**src/rtl/mem_access_stage.sv**
```systemverilog
// MEM stage / MEM-WB register: runs one req/gnt/rvalid data-memory transaction at a time, with a timeout.
// Latency: non-mem ops retire 1 cycle after issue; mem ops stall upstream until gnt, rvalid or timeout.
module mem_access_stage #(
   parameter int WIDTH   = 32,
   parameter int TIMEOUT = 16
) (
   input  logic             clk,
   input  logic             rst,
   input  logic             memwrite_i,
   input  logic             memtoreg_i,
   input  logic             regwrite_i,
   input  logic [WIDTH-1:0] resultop_i,
   input  logic [WIDTH-1:0] wrdata_i,
   input  logic [4:0]       ard_i,
   output logic             dmem_req_o,
   output logic             dmem_we_o,
   output logic [WIDTH-1:0] dmem_addr_o,
   output logic [WIDTH-1:0] dmem_wdata_o,
   input  logic             dmem_gnt_i,
   input  logic             dmem_rvalid_i,
   input  logic [WIDTH-1:0] dmem_rdata_i,
   output logic             stall_o,
   output logic             regwrite_o,
   output logic             memtoreg_o,
   output logic [WIDTH-1:0] resultop_o,
   output logic [WIDTH-1:0] readdata_o,
   output logic [4:0]       ard_o,
   output logic             misalign_o,
   output logic             bus_err_o
);

   localparam int CW = (TIMEOUT > 2) ? $clog2(TIMEOUT) : 1;
   localparam logic [CW-1:0] CNT_LAST = CW'(TIMEOUT - 1);

   typedef enum logic [1:0] {S_IDLE, S_REQ, S_WAIT} state_t;

   state_t           state_q, state_d;
   logic [CW-1:0]    cnt_q, cnt_d;
   logic             regwrite_q, regwrite_d;
   logic             memtoreg_q, memtoreg_d;
   logic [WIDTH-1:0] resultop_q, resultop_d;
   logic [WIDTH-1:0] readdata_q, readdata_d;
   logic [4:0]       ard_q, ard_d;
   logic             misalign_q, misalign_d;
   logic             bus_err_q, bus_err_d;
   logic             req, stall;

   logic mem_op, aligned, cnt_last;
   assign mem_op   = memwrite_i | memtoreg_i;
   assign aligned  = (resultop_i[1:0] == 2'b00);
   assign cnt_last = (cnt_q == CNT_LAST);

   always_comb begin
      state_d    = state_q;
      cnt_d      = cnt_q + 1'b1;
      req        = 1'b0;
      stall      = 1'b0;
      // Default is a bubble: WB sees no write, datapath fields hold.
      regwrite_d = 1'b0;
      memtoreg_d = 1'b0;
      resultop_d = resultop_q;
      readdata_d = readdata_q;
      ard_d      = ard_q;
      misalign_d = 1'b0;
      bus_err_d  = bus_err_q;
      case (state_q)
         S_IDLE: begin
            cnt_d = '0;
            if (!mem_op) begin
               regwrite_d = regwrite_i;
               memtoreg_d = memtoreg_i;
               resultop_d = resultop_i;
               ard_d      = ard_i;
               readdata_d = '0;
            end else if (!aligned) begin
               misalign_d = 1'b1;
               resultop_d = resultop_i;
               ard_d      = ard_i;
               readdata_d = '0;
            end else begin
               stall   = 1'b1;
               state_d = S_REQ;
            end
         end
         S_REQ: begin
            if (cnt_last) begin
               // Request withdrawn on the final cycle; a grant here could not be honoured.
               bus_err_d  = 1'b1;
               resultop_d = resultop_i;
               ard_d      = ard_i;
               readdata_d = '0;
               cnt_d      = '0;
               state_d    = S_IDLE;
            end else begin
               req = 1'b1;
               if (dmem_gnt_i && memwrite_i) begin
                  regwrite_d = regwrite_i;
                  resultop_d = resultop_i;
                  ard_d      = ard_i;
                  readdata_d = '0;
                  cnt_d      = '0;
                  state_d    = S_IDLE;
               end else begin
                  stall = 1'b1;
                  if (dmem_gnt_i) state_d = S_WAIT;
               end
            end
         end
         S_WAIT: begin
            if (dmem_rvalid_i) begin
               regwrite_d = regwrite_i;
               memtoreg_d = 1'b1;
               resultop_d = resultop_i;
               ard_d      = ard_i;
               readdata_d = dmem_rdata_i;
               cnt_d      = '0;
               state_d    = S_IDLE;
            end else if (cnt_last) begin
               bus_err_d  = 1'b1;
               resultop_d = resultop_i;
               ard_d      = ard_i;
               readdata_d = '0;
               cnt_d      = '0;
               state_d    = S_IDLE;
            end else begin
               stall = 1'b1;
            end
         end
         default: begin
            cnt_d   = '0;
            state_d = S_IDLE;
         end
      endcase
   end

   always_ff @(posedge clk) begin
      if (!rst) begin
         state_q    <= S_IDLE;
         cnt_q      <= '0;
         regwrite_q <= 1'b0;
         memtoreg_q <= 1'b0;
         resultop_q <= '0;
         readdata_q <= '0;
         ard_q      <= '0;
         misalign_q <= 1'b0;
         bus_err_q  <= 1'b0;
      end else begin
         state_q    <= state_d;
         cnt_q      <= cnt_d;
         regwrite_q <= regwrite_d;
         memtoreg_q <= memtoreg_d;
         resultop_q <= resultop_d;
         readdata_q <= readdata_d;
         ard_q      <= ard_d;
         misalign_q <= misalign_d;
         bus_err_q  <= bus_err_d;
      end
   end

   // Reset kills the request and stall in the same cycle it is asserted.
   assign dmem_req_o   = req & rst;
   assign stall_o      = stall & rst;
   assign dmem_we_o    = memwrite_i;
   assign dmem_addr_o  = resultop_i;
   assign dmem_wdata_o = wrdata_i;
   assign regwrite_o   = regwrite_q;
   assign memtoreg_o   = memtoreg_q;
   assign resultop_o   = resultop_q;
   assign readdata_o   = readdata_q;
   assign ard_o        = ard_q;
   assign misalign_o   = misalign_q;
   assign bus_err_o    = bus_err_q;

endmodule

```
**config.mk**
```make
export PLATFORM = sky130hd
export DESIGN_NAME = mem_access_stage
export DESIGN_NICKNAME = d
export VERILOG_FILES = /design/src/rtl/mem_access_stage.sv
export SDC_FILE = /design/constraint.sdc
export NUM_CORES = 1
export LEC_CHECK = 0
export BUFFER_PORTS_ARGS = -buffer_cell sky130_fd_sc_hd__buf_2
export CAP_MARGIN = 30
export CELL_PAD_IN_SITES_DETAIL_PLACEMENT = 1
export CELL_PAD_IN_SITES_GLOBAL_PLACEMENT = 2
export CORE_ASPECT_RATIO = 1.1
export CORE_MARGIN = 1.5
export CORE_UTILIZATION = 20
export DETAILED_ROUTE_END_ITERATION = 16
export PLACE_DENSITY = 0.84
export SLEW_MARGIN = 20
export SYNTH_ARGS = -nofsm -noshare
export SYNTH_HDL_FRONTEND = slang
export SYNTH_SLANG_ARGS = --single-unit
```
**constraint.sdc**
```tcl
create_clock -name clk -period 1.7 [get_ports clk]
set_input_delay 0.255 -clock clk [delete_from_list [all_inputs] [get_ports clk]]
set_output_delay 0.255 -clock clk [all_outputs]
set_load 0.005 [all_outputs]
```
==> run metrics, run 1 <==
initial antenna violation count 0; # hold bufs at CTS 0; DRC Markers 0; kind of critical path flop to flop; count leader, synth nand2_1; sequential fraction of the synthesis area 44.01%; YS warnings 0; floorplan row count 51; Hold WC Path Type primary input to flop; Synth Register Bits 79; CP Capture Type flop; Crit path required time 1.93 ns; Inserted Clock Buffers 9; Final ANT Viol Nets 0; number of flops mapped to enable cells by yosys 0; largest fanout on the critical path 17; Final Max Tran Viols 0; vias in the first global route 2987; Period minus WS final 1.862 ns; TNS Setup -8.075 ns; arrival time worst endpoint 2.09 ns; clk slew on worst S/H paths 0.07 ns; library cells used by synthesis 35; VDD IR max 419.8 uV; Yosys top cell area share 44.01%; final setup margin -0.1624 ns; die area 18780 um2; Post-synth top flop dfxtp_1; status finished, violations left; Post-DP HPWL 7.017 mm; slew margin rel. 74.09%; # Max-Cap Violations 0; final net count 639; CTS tree yes; DRT Pass-1 Iters 4; Routed WL per cell 13.54 um; initial core utilization 20.33%; synthesized area 3593 um2; vias per inst 4.025; I/O pins 248; total clock sinks 79; Die Span X 130.8 um; CTS root buf clkbuf_16; I/O Buffers 183; worst hold path depth 3; clock insertion delay at the later pin of the skew report 0.34 ns; Total Wirelength 10.42 mm; Post-Syn Instances 395; P&R area growth vs syn 42.90%; violation count after the first detailed-route iteration 54; core area 17680 um2; clock buffer depth 2; first-pass GRT wire length 14.99 mm; worst reg-to-reg path cell count 8; All-Layer GR Usage 10.42%; Post-Syn Area per Cell 9.097 um2; GPL Wtd Cong 0.7440; Startpoint Class flop; Slew @ Worst Pin 0.3886 ns; Post-synth top cells nand2_1, dfxtp_1, buf_4, mux2i_1, a2bb2oi_1; Fin Clk Skew 0.009418 ns; Async SR Flop Fraction 0%; Via Count 3095; syn_nets 508; Die H 143.6 um; Hold Vio Cnt, Final 0; htree depth 3; final hold slack 0.1555 ns; setup violators final 70; share of layout cells above drive strength 1 51.60%; period utilization 109.6%; Synth area leader dfxtp_1; Total Power 5.182 mW; leakage 2.494 nW; largest net degree at the start of global routing 75; global route overflow 0; failing checks setup timing; fill count 2094; n_diodes 0; P per Cell Area 1009 nW/um2; fmax 0.5369 GHz; RSZ-0062 raised after global routing true; Area contributors post-synth dfxtp_1, buf_4, nand2_1, mux2i_1, a2bb2oi_1
-- worst paths after layout --
kind	endpoint	start	slack (ns)
hold reg to reg	resultop_o[25]$_SDFFE_PN0P_	resultop_o[25]$_SDFFE_PN0P_	0.45
hold / removal	readdata_o[0]$_SDFFE_PN0P_	dmem_rdata_i[0]	0.16
setup / recovery	readdata_o[7]$_SDFFE_PN0P_	state_q[1]$_SDFFE_PN0P_	-0.16
setup reg to reg	readdata_o[7]$_SDFFE_PN0P_	state_q[1]$_SDFFE_PN0P_	-0.16
-- critical path: stages (launching register included) --
cell       delay (ns)
dfxtp_4          0.38
inv_4            0.05
ha_4             0.16
buf_4            0.14
o32ai_2          0.41
nor2_4           0.10
buf_12           0.17
clkbuf_16        0.19
a2bb2oi_2        0.14
-- flip-flops by register name (all words and copies together) (netlist names) --
signal / count
bus_err_o: 1
misalign_o: 1
resultop_o: 32
state_q: 2
regwrite_o: 1
readdata_o: 32
memtoreg_o: 1
cnt_q: 4
ard_o: 5
-- where the power goes --
part           switching (mW)  internal, mW
Sequential              0.104          2.03
Clock                   0.820          1.00
Combinational           0.514         0.707
-- cell type report --
class / instances / area, um2 / share of cell area, %
Multi-Input combinational cell: 225 / 1642 / 31.97
Timing Repair Buffer: 207 / 1304 / 25.39
Clock inverter: 7 / 55.05 / 1.072
Inverter: 4 / 20.02 / 0.3899
Clock buffer: 9 / 225.2 / 4.386
Tap cell: 238 / 297.8 / 5.799
Sequential cell: 79 / 1592 / 30.99
-- routing by layer --
layer / vias to the layer above / global-route usage [%] / share of wire [%]
met3: 14 / 4.728 / 9.2
met2: 136 / 17.81 / 50
li1: 1508 / - / -
met5: - / 0 / 0
met4: 0 / 4.396 / 1.7
met1: 1437 / 11.05 / 39
-- what timing repair did --
action                                  in CTS  in global routing
endpoints found under the setup margin      70                 72
setup buffers                                6                  2
gates cloned                                 2                  3
pin swaps                                    4                  5
gates resized for setup                     23                 39
-- kinds of logic after synthesis --
logic type               share of synthesized area (%)
AO/OA/AOI/OAI                                    10.76
XOR/XNOR                                        0.4876
adder cells (fa/ha/maj)                          1.741
buffers and inverters                            17.20
flip-flops                                       44.01
multiplexers                                     10.31
AND/OR/NAND/NOR                                  15.49
-- stage by stage --
stage / cell area (um2) / util, % / setup WS (ns) / cells
global placement: 4359 / 24.66 / 0.006227 / 741
global route: 5135 / 29.05 / -0.2137 / 769
CTS: 4850 / 27.44 / -0.1868 / 765
floorplan: 3597 / - / 0.01024 / 395
detailed placement: 4359 / 24.66 / -0.07869 / 741
finish: 5135 / 29.05 / -0.1624 / 769
-- placed cells by master (no fill, tap or decap), drive strengths merged, types with 5 or more instances in the layout --
cell     Yosys  layout
buf         77     204
inv          4       7
a2bb2oi     32      32
ha           5       5
nand2      109     109
clkbuf      10      12
nor2        10      10
dfxtp       79      79
mux2i       37      37
(Power assumes the default switching activity.)
==> run 2: changes to the inputs <==
HOLD_SLACK_MARGIN = 0.06   (was unset)
RECOVER_POWER = 50   (was unset)
==> run metrics, run 2 (synthesis gave the netlist of run 1 again) <==
Die Span X 130.8 um (unchanged); global route overflow 0 (unchanged); period utilization 109.6% (about the same); vias in the first global route 2987 (unchanged); Crit path required time 1.93 ns (about the same); # hold bufs at CTS 0 (unchanged); final setup margin -0.1624 ns (+0.00002700 ns); commonest non-fill, non-tap cell in the layout buf_2; die area 18780 um2 (unchanged); kind of critical path flop to flop; Layout Utilization 28.82% (-0.23 points); fmax 0.5369 GHz (about the same); RSZ-0062 raised after global routing true; Final Max Tran Viols 0 (unchanged); most frequent cells in the layout buf_2, nand2_1, dfxtp_1; Hold Vio Cnt, Final 0 (unchanged); # Max-Cap Violations 0 (unchanged); clk slew on worst S/H paths 0.07 ns (about the same); P per Cell Area 1015 nW/um2 (+0.61%); VDD IR max 419.8 uV (about the same); floorplan row count 51 (unchanged); setup violators final 70 (unchanged); CP max-delay cell o32ai_2; I/O Buffers 183 (unchanged); share of layout cells above drive strength 1 45.57% (-6.0 points); final hold slack 0.1555 ns (unchanged); I/O pins 248 (unchanged); DRT Pass-1 Iters 4 (unchanged); Inserted Clock Buffers 9 (unchanged); total clock sinks 79 (unchanged); worst path bufs/invs 4 (unchanged); htree depth 3 (unchanged); Cell Area, Placed 4359 um2 (unchanged); Total Wirelength 10.45 mm (+0.31%); largest fanout on the critical path 17 (unchanged); Routed WL per cell 13.59 um (+0.31%); Via Count 3098 (+0.097%); leakage 2.401 nW (-3.7%); largest net degree at the start of global routing 75 (unchanged); vias per inst 4.029 (about the same); GPL Wtd Cong 0.7440 (unchanged); CTS root buf clkbuf_16; n_diodes 0 (unchanged); failing checks setup timing; clock insertion delay at the later pin of the skew report 0.34 ns (about the same); status finished, violations left; final net count 639 (unchanged); delay-heaviest family, CP buffers and inverters; Final ANT Viol Nets 0 (unchanged); P&R area growth vs syn 41.78%; first-pass GRT wire length 14.99 mm (unchanged); CTS tree yes; Startpoint Class flop; Post-DP HPWL 7.017 mm (unchanged); All-Layer GR Usage 10.42% (unchanged); Fin Clk Skew 0.009413 ns (-0.000005410 ns); arrival time worst endpoint 2.09 ns (about the same); Slew @ Worst Pin 0.3886 ns (unchanged); max incr delay on CP 0.41 ns (about the same); Total Power 5.173 mW (-0.17%); CP Capture Type flop; Die H 143.6 um (unchanged); Period minus WS final 1.862 ns (-0.00002700 ns); Hold WC Path Type primary input to flop; core area 17680 um2 (unchanged); violation count after the first detailed-route iteration 51 (-5.6%); clock buffer depth 2 (unchanged); initial core utilization 20.33% (unchanged); post-layout instance area 5095 um2 (-0.78%); DRC Markers 0 (unchanged); initial antenna violation count 0 (unchanged); cell chain of the critical path inv_4, ha_4, buf_4, o32ai_2, nor2_4, buf_12, clkbuf_16, a2bb2oi_2; slew margin rel. 74.09% (unchanged)
## run 2: cell type report
cell class | instances | area [um2]
Inverter | 4 | 20.02
Timing Repair Buffer | 207 | 1264
Multi-Input combinational cell | 225 | 1642
Clock buffer | 9 | 225.2
Clock inverter | 7 | 55.05
Fill cell | 2111 | 12580
Tap cell | 238 | 297.8
Sequential cell | 79 | 1592
## run 2: where the power goes
| group | switching [mW] | internal, mW |
|---|---|---|
| registers | 0.104 | 2.03 |
| logic | 0.516 | 0.696 |
| clock network | 0.820 | 1.00 |
| total | 1.44 | 3.73 |
## run 2: worst paths after layout
check / cells after the start / slack (ns) / from / end
worst min-delay path: 3 / 0.16 / dmem_rdata_i[0] / readdata_o[0]$_SDFFE_PN0P_
worst max-delay path: 8 / -0.16 / state_q[1]$_SDFFE_PN0P_ / readdata_o[7]$_SDFFE_PN0P_
worst max register to register: 8 / -0.16 / state_q[1]$_SDFFE_PN0P_ / readdata_o[7]$_SDFFE_PN0P_
worst min register to register: 2 / 0.45 / resultop_o[25]$_SDFFE_PN0P_ / resultop_o[25]$_SDFFE_PN0P_
## run 2: metrics by stage
step           setup TNS, ns  setup WS (ns)  instances
3_3_place_gp               0       0.006227        741
5_1_grt               -12.13        -0.2137        769
3_5_place_dp          -1.347       -0.07869        741
4_1_cts               -9.688        -0.1868        765
6_report              -8.079        -0.1624        769
2_1_floorplan              0        0.01024        395
## run 2: per-layer routing
metal	vias up	routed length (um)	global-route usage (%)
met2	136	5179	17.81
li1	1508	-	-
met4	0	173	4.396
met1	1440	4124	11.05
met3	14	971	4.728
met5	-	0	0
## run 2: what timing repair did
item,CTS,global route
setup endpoints to repair,70,72
gates cloned,2,3
pin swaps,4,5
gates resized for setup,23,39
setup buffers,6,2
## run 2: worst min-delay path: stages
cell and delay [ns]:
buf_2 0.09, nand2_1 0.06, a2bb2oi_2 0.04
